<file path="src/rtl/serial_cmp_pkg.sv">
// Shared types for the bit-serial magnitude comparator: FSM states and one-hot verdict codes.
// No logic; no latency.
// No flow control.
package serial_cmp_pkg;

    typedef enum logic [1:0] {
        S_IDLE,
        S_RUN,
        S_DONE
    } cmp_state_t;

    // Verdict bit order is {gt, eq, lt}.
    localparam logic [2:0] VERDICT_GT   = 3'b100;
    localparam logic [2:0] VERDICT_EQ   = 3'b010;
    localparam logic [2:0] VERDICT_LT   = 3'b001;
    localparam logic [2:0] VERDICT_NONE = 3'b000;

endpackage

</file>
<file path="src/rtl/bit_cmp_cell.sv">
// One-bit magnitude compare cell, driven by the MSBs of the operand shift registers.
// Purely combinational, zero latency.
// No flow control.
module bit_cmp_cell (
    input  logic a,
    input  logic b,
    output logic gt,
    output logic eq,
    output logic lt
);

    assign gt = a & ~b;
    assign eq = ~(a ^ b);
    assign lt = ~a & b;

endmodule

</file>
<file path="src/rtl/serial_mag_compare.sv">
// Bit-serial unsigned A vs B comparator, MSB first; SERIAL_MAG_COMPARE_EARLY_EXIT_EN stops at the first differing bit.
// Latency: W clocks from accept to out_valid (k+1 with early exit, k = MSB-based index of first difference).
// Backpressure: accepts only in IDLE; out_ready low holds DONE and the verdict indefinitely.
module serial_mag_compare
    import serial_cmp_pkg::*;
#(
    parameter int W = 8
) (
    input  logic         clk,
    input  logic         rst_n,
    input  logic         in_valid,
    output logic         in_ready,
    input  logic [W-1:0] a_in,
    input  logic [W-1:0] b_in,
    output logic         out_valid,
    input  logic         out_ready,
    output logic         a_gt_b,
    output logic         a_eq_b,
    output logic         a_lt_b
);

    localparam int CNT_W = $clog2(W + 1);

    cmp_state_t       state_q,   state_d;
    logic [W-1:0]     sh_a_q,    sh_a_d;
    logic [W-1:0]     sh_b_q,    sh_b_d;
    logic [CNT_W-1:0] cnt_q,     cnt_d;
    logic             decided_q, decided_d;
    logic             gt_q,      gt_d;
    logic             lt_q,      lt_d;
    logic [2:0]       verdict_q, verdict_d;

    logic cell_gt, cell_eq, cell_lt;
    logic first_diff;
    logic finish;

    bit_cmp_cell u_cell (
        .a  (sh_a_q[W-1]),
        .b  (sh_b_q[W-1]),
        .gt (cell_gt),
        .eq (cell_eq),
        .lt (cell_lt)
    );

    always_comb begin
        state_d    = state_q;
        sh_a_d     = sh_a_q;
        sh_b_d     = sh_b_q;
        cnt_d      = cnt_q;
        decided_d  = decided_q;
        gt_d       = gt_q;
        lt_d       = lt_q;
        verdict_d  = verdict_q;
        first_diff = !decided_q && !cell_eq;
        finish     = 1'b0;

        unique case (state_q)
            S_IDLE: begin
                if (in_valid) begin
                    state_d   = S_RUN;
                    sh_a_d    = a_in;
                    sh_b_d    = b_in;
                    cnt_d     = CNT_W'(W - 1);
                    decided_d = 1'b0;
                    gt_d      = 1'b0;
                    lt_d      = 1'b0;
                end
            end
            S_RUN: begin
                // Only the first differing bit decides; later bits just shift through.
                if (first_diff) begin
                    gt_d      = cell_gt;
                    lt_d      = cell_lt;
                    decided_d = 1'b1;
                end
                sh_a_d = sh_a_q << 1;
                sh_b_d = sh_b_q << 1;
`ifdef SERIAL_MAG_COMPARE_EARLY_EXIT_EN
                finish = (cnt_q == '0) || first_diff;
`else
                finish = (cnt_q == '0);
`endif
                cnt_d = finish ? '0 : cnt_q - CNT_W'(1);
                if (finish) begin
                    state_d   = S_DONE;
                    verdict_d = gt_d ? VERDICT_GT : (lt_d ? VERDICT_LT : VERDICT_EQ);
                end
            end
            S_DONE: begin
                if (out_ready) begin
                    state_d   = S_IDLE;
                    verdict_d = VERDICT_NONE;
                end
            end
            default: begin
                state_d = S_IDLE;
            end
        endcase
    end

    always_ff @(posedge clk or negedge rst_n) begin
        if (!rst_n) begin
            state_q   <= S_IDLE;
            sh_a_q    <= '0;
            sh_b_q    <= '0;
            cnt_q     <= '0;
            decided_q <= 1'b0;
            gt_q      <= 1'b0;
            lt_q      <= 1'b0;
            verdict_q <= VERDICT_NONE;
        end else begin
            state_q   <= state_d;
            sh_a_q    <= sh_a_d;
            sh_b_q    <= sh_b_d;
            cnt_q     <= cnt_d;
            decided_q <= decided_d;
            gt_q      <= gt_d;
            lt_q      <= lt_d;
            verdict_q <= verdict_d;
        end
    end

    assign in_ready  = (state_q == S_IDLE);
    assign out_valid = (state_q == S_DONE);
    assign a_gt_b    = verdict_q[2];
    assign a_eq_b    = verdict_q[1];
    assign a_lt_b    = verdict_q[0];

endmodule
</file>
<file path="config.mk">
export PLATFORM = sky130hd
export DESIGN_NAME = serial_mag_compare
export DESIGN_NICKNAME = d
export VERILOG_FILES = /design/src/rtl/serial_cmp_pkg.sv /design/src/rtl/bit_cmp_cell.sv /design/src/rtl/serial_mag_compare.sv
export SDC_FILE = /design/constraint.sdc
export NUM_CORES = 1
export LEC_CHECK = 0
export ABC_AREA = 1
export BUFFER_PORTS_ARGS = -buffer_cell sky130_fd_sc_hd__buf_2
export CORE_UTILIZATION = 51
export CTS_BUF_LIST = sky130_fd_sc_hd__clkbuf_2 sky130_fd_sc_hd__clkbuf_4 sky130_fd_sc_hd__clkbuf_8
export DETAILED_ROUTE_END_ITERATION = 10
export PLACE_DENSITY = 0.77
export SLEW_MARGIN = 30
export SYNTH_ARGS = -nofsm -noshare
export SYNTH_HDL_FRONTEND = slang
export SYNTH_SLANG_ARGS = --single-unit
</file>
<file path="constraint.sdc">
create_clock -name clk -period 1.19 [get_ports clk]
set_input_delay 0.238 -clock clk [delete_from_list [all_inputs] [get_ports clk]]
set_output_delay 0.238 -clock clk [all_outputs]
set_load 0.05 [all_outputs]
</file>
; Word-level counts from Yosys, hierarchy flattened
; Index checks and enable logic that the tools add are counted.
[totals]
register_bits = 28
elab_cells = 55
[op_classes]
addsub = 1
n_eq_ne = 6
n_mux = 25
n_bitwise = 5
reduce_logical = 10
[ops]
columns = cell, count
row1 = $pmux 8 s2, 2
row2 = $mux 8, 2
row3 = $mux 3, 3
row4 = $reduce_and 3->1, 3
row5 = $mux 2, 4
row6 = $mux 4, 2
row7 = $pmux 4 s2, 1
row8 = $mux 1, 6
row9 = $ne 2x2->1 const B, 3
row10 = $pmux 1 s2, 3
row11 = $pmux 2 s3, 1
row12 = $pmux 3 s2, 1
row13 = $logic_not 4->1, 1
row14 = $reduce_bool 2->1, 2
row15 = $sub 4x1->4 const B, 1
row16 = $and 1x1->1, 2
row17 = $eq 2x1->1 const B, 1
row18 = $eq 2x2->1 const B, 1
row19 = $logic_not 2->1, 1
row20 = $ne 2x1->1 const B, 1
row21 = $not 1->1, 2
row22 = $reduce_and 2->1, 1
row23 = $logic_and 1x1->1, 1
row24 = $logic_not 1->1, 1
row25 = $xor 1x1->1, 1

; Depth between registers and ports, before layout
[logic_depth]
word_depth = 8
ltp_mapped = 8

; By module
; A second synthesis with hierarchy kept.
[unflattened]
cells_unflattened = 167
hier_area_um2 = 1430.1
[by_module_without_submodules]
columns = mod, n_inst, cells_each, area_per_inst_um2
row1 = serial_mag_compare, 1, 163, 1397.6
row2 = bit_cmp_cell, 1, 4, 32.5

; Worst setup path before layout
; Ideal clock, no wire load.
[synth_path]
path_type = register to register
start = register state_q[1]
end = register verdict_q[0]
setup_time_ps = 67
arrival_time_ps = 1661
t_required_ps = 1123
setup_slack_ps = -538
stages_incl_launch_ff = 7
path_buffers = 0
period_less_slack_ps = 1728
cell_sequence = dfrtp_1 -> inv_2 -> nor2_1 -> nand2_1 -> nand2_1 -> nand3_1 -> nand2_1
[synth_between]
elab_chain_cells = 3
word_cells_on_any_way = 7
[synth_lines]
columns = element, line_no
row1 = start: declaration, serial_mag_compare.sv:24  ; cmp_state_t state_q, state_d;
row2 = start signal: assignment, serial_mag_compare.sv:112  ; state_q <= state_d;
row3 = $eq 2x2->1 (*), n/a
row4 = via out_valid, serial_mag_compare.sv:15  ; output logic out_valid,
row5 = $ne 2x1->1 (no source line) or $reduce_bool 2->1 (tied branches), n/a
row6 = $reduce_and 3->1 (no source line), n/a
row7 = end signal: assignment, serial_mag_compare.sv:119  ; verdict_q <= verdict_d;
row8 = end: declaration, serial_mag_compare.sv:31  ; logic [2:0] verdict_q, verdict_d;
; Mark *: on every way through the listed nets, which the timed path passes. The rest lies on a longest branch.
; A chain may end at the register's enable or synchronous reset.

; Worst setup path in the final report
[layout_path]
start = register state_q[0]
end = output out_valid
[layout_between]
elab_chain_cells = 1
[layout_lines]
columns = element, line_no
row1 = $eq 2x2->1, serial_mag_compare.sv:124  ; assign out_valid = (state_q == S_DONE);
row2 = end: declaration, serial_mag_compare.sv:15
; No other way between the ends.

==> results.cfg <==
[global_routing]
met3_usage_pct = 5.22
grt_use_met1_pct = 30.3
track_usage_pct = 26.8
grt_max_degree = 23
grt_util_met2_pct = 47.3
grt_pass1_wl_um = 5270
antenna_found_initial = 0
grt_overflow = 0
grt_pass1_vias = 1198
busiest_layer = met2

[synthesis]
syn_avg_cell_area_um2 = 8.36
netlist.area_leader.share_pct = 53.4
syn-cell-area_um2 = 1310
synth_cell_types = 19
synth_most_common_cell = nand2_1
synth-edff-count = 0
syn_inst = 157
synthArstFlopShare_pct = 100
synth_nets = 179
synthTopCellsByArea = dfrtp_1, nand2_1, inv_1, o211ai_1, o21ai_1
ys_seq_area_share_pct = 53.4
synthFlopType = dfrtp_1
synth_area_leader_cell = dfrtp_1
synth_warnings = 0
synth.ff_latch_count = 28
ys_top_cells_by_count = nand2_1, dfrtp_1, inv_1

[critical_path]
required_ns = 0.95
crit_arrival_ns = 1.18
r2r_cells = 7
r2r-end = sh_a_q[7]
path_cells = buf_6, nor2_4, buf_8
slowest_stage = dfrtp_2
critPathLaunch = state_q[0]
cpPeakStageDelay_ns = 0.48
path_class = reg2out
crit_fanout = 4
r2r_slack_ns = -0.19
worstSetupEndpoint = out_valid
regToRegStartpoint = state_q[0]
end_kind = output port
start_kind = flip-flop

[detailed_routing]
drt_first_pass_iters = 4
drc_errors = 0
finalWirelength_um = 3530
first_iter_violations = 28
via_count = 1261
wl_per_cell_um = 14.9
via_per_inst = 5.32
ant_nets = 0

[pwr]
cellLeakagePower_uw = 0.000968
ir_drop_mv = 1.97
powerDensity_nw_per_um2 = 2950

[place]
gp_congestion = 0.740
port_buffers = 24
dp_hpwl_um = 2020

[status]
status = finished with violations
violations = negative setup slack

[cts]
clock_latency_ns = 0.32
cts_root_buf = clkbuf_4
clk_pin_slew_ns = 0.14
cts_buffer_depth = 2
cts_made_buffers = 3
clock-sinks = 28
htreeDepth = 1
cts_tree = yes

[floorplanning]
die-area_um2 = 2780
die_y_um = 52.7
start_util_pct = 53.5
dieWidth_um = 52.7
io_pins = 25
coreArea_um2 = 2450
rows = 18

[timing]
skew_ns = 0.00244
period_share_pct = 119
final.setup.tns_ns = -2.39
setup_violations = 22
fmax_mhz = 703
worstMarginPinSlew_ns = 0.482
setup_ws_ns = -0.232
rsz0062_at_grt = yes
finalMaxSlewViolations = 0
hold_viol_final = 0
period_minus_slack_ns = 1.42
whs_ns = 0.118
maxSlewHeadroom_pct = 67.8

[min_path]
hp-class = in2reg

[flow_run]
maxCapViolCount = 0

[cells_and_area]
n_antenna_cell = 0
drive_above_1_share_pct = 41.5
areaGrowthSynthToFinish_pct = 47.5
multi_input_comb_area_um2 = 641
nets = 230
nFillCells = 141
seq_area_um2 = 703
[through the flow]
stage / power [uW] / util [%] / instances / worst slack [ns] / instance area [um^2]
floorplan: 3270 / - / 157 / -0.187 / 1340
global placement: 3850 / 63.8 / 218 / -0.0780 / 1570
detailed placement: 4000 / 63.8 / 218 / -0.152 / 1570
CTS: 5090 / 72.5 / 230 / -0.247 / 1780
global route: 6120 / 78.8 / 237 / -0.283 / 1940
finish: 5710 / 78.8 / 237 / -0.232 / 1940
[area by class of cell]
type                       instances  share of cell area (%)
sequential                        28                    36.3
tap                               30                    1.94
timing repair buffer              50                    22.2
inverter                          23                    4.59
multi-input combinational        102                    33.1
clock buffer                       4                    1.87
[layout by cell type (no fill, tap or decap), drive strengths merged, types with 2 or more instances in the layout]
cell type / Yosys / layout
dfrtp: 28 / 28
buf: 4 / 49
o21ai: 15 / 15
ha: 2 / 2
nand3: 13 / 13
nand2: 50 / 50
clkbuf: 0 / 4
nor2: 9 / 9
inv: 23 / 23
a21oi: 2 / 2
o211ai: 9 / 9
[routing by layer]
layer  routed length, um  up-vias  share of wire (%)
met3                 118       11                3.3
met4                 102        0                2.9
met2                1910       38                 54
met5                   0        -                  0
met1                1400      606                 40
li1                    -      606                  -
[critical path, delay by kind of cell (launching register included)]
| family | cells | cell delay (ns) |
|---|---|---|
| buffers and inverters | 2 | 0.29 |
| and+or+nand+nor | 1 | 0.10 |
| DFF | 1 | 0.48 |
[timing repair]
item / CTS / global route
resized for setup: 27 / 24
endpoints found under the hold margin: 21 / 0
gates cloned: 1 / 0
setup buffers: 6 / 7
pin swaps: 11 / 14
endpoints found under the setup margin: 23 / 33
hold buffers: 1 / 0
[worst min path at each step]
stage | cells past startpoint | slack, ns | endpoint | startpoint
floorplan | 0 | -0.06 | cnt_q[0] | rst_n
global placement | 1 | 0.22 | sh_a_q[5] | rst_n
detailed placement | 1 | 0.22 | sh_a_q[6] | rst_n
CTS | 2 | 0.08 | state_q[1] | out_ready
global route | 2 | 0.09 | state_q[1] | out_ready
finish | 2 | 0.12 | state_q[1] | out_ready
[power breakdown]
part | total, uW | internal (uW) | leakage (uW) | switching (uW)
clock network | 454 | 187 | 0.0000210 | 267
logic | 3600 | 1650 | 0.000601 | 1940
registers | 1660 | 1370 | 0.000346 | 292
total | 5710 | 3210 | 0.000968 | 2500
[registers in the layout (all words and copies together), names as in the netlist]
name       count
sh_a_q         8
state_q        2
decided_q      1
cnt_q          4
gt_q           1
sh_b_q         8
verdict_q      3
lt_q           1
[cells by family after synthesis]
| family | Yosys count | synth area share, % |
|---|---|---|
| buffers and inverters | 27 | 8.67 |
| adder cells (fa/ha/maj) | 2 | 1.91 |
| flip-flops | 28 | 53.4 |
| AO/OA/AOI/OAI | 28 | 12.7 |
| AND/OR/NAND/NOR | 72 | 23.4 |
(Power assumes the default switching activity.)
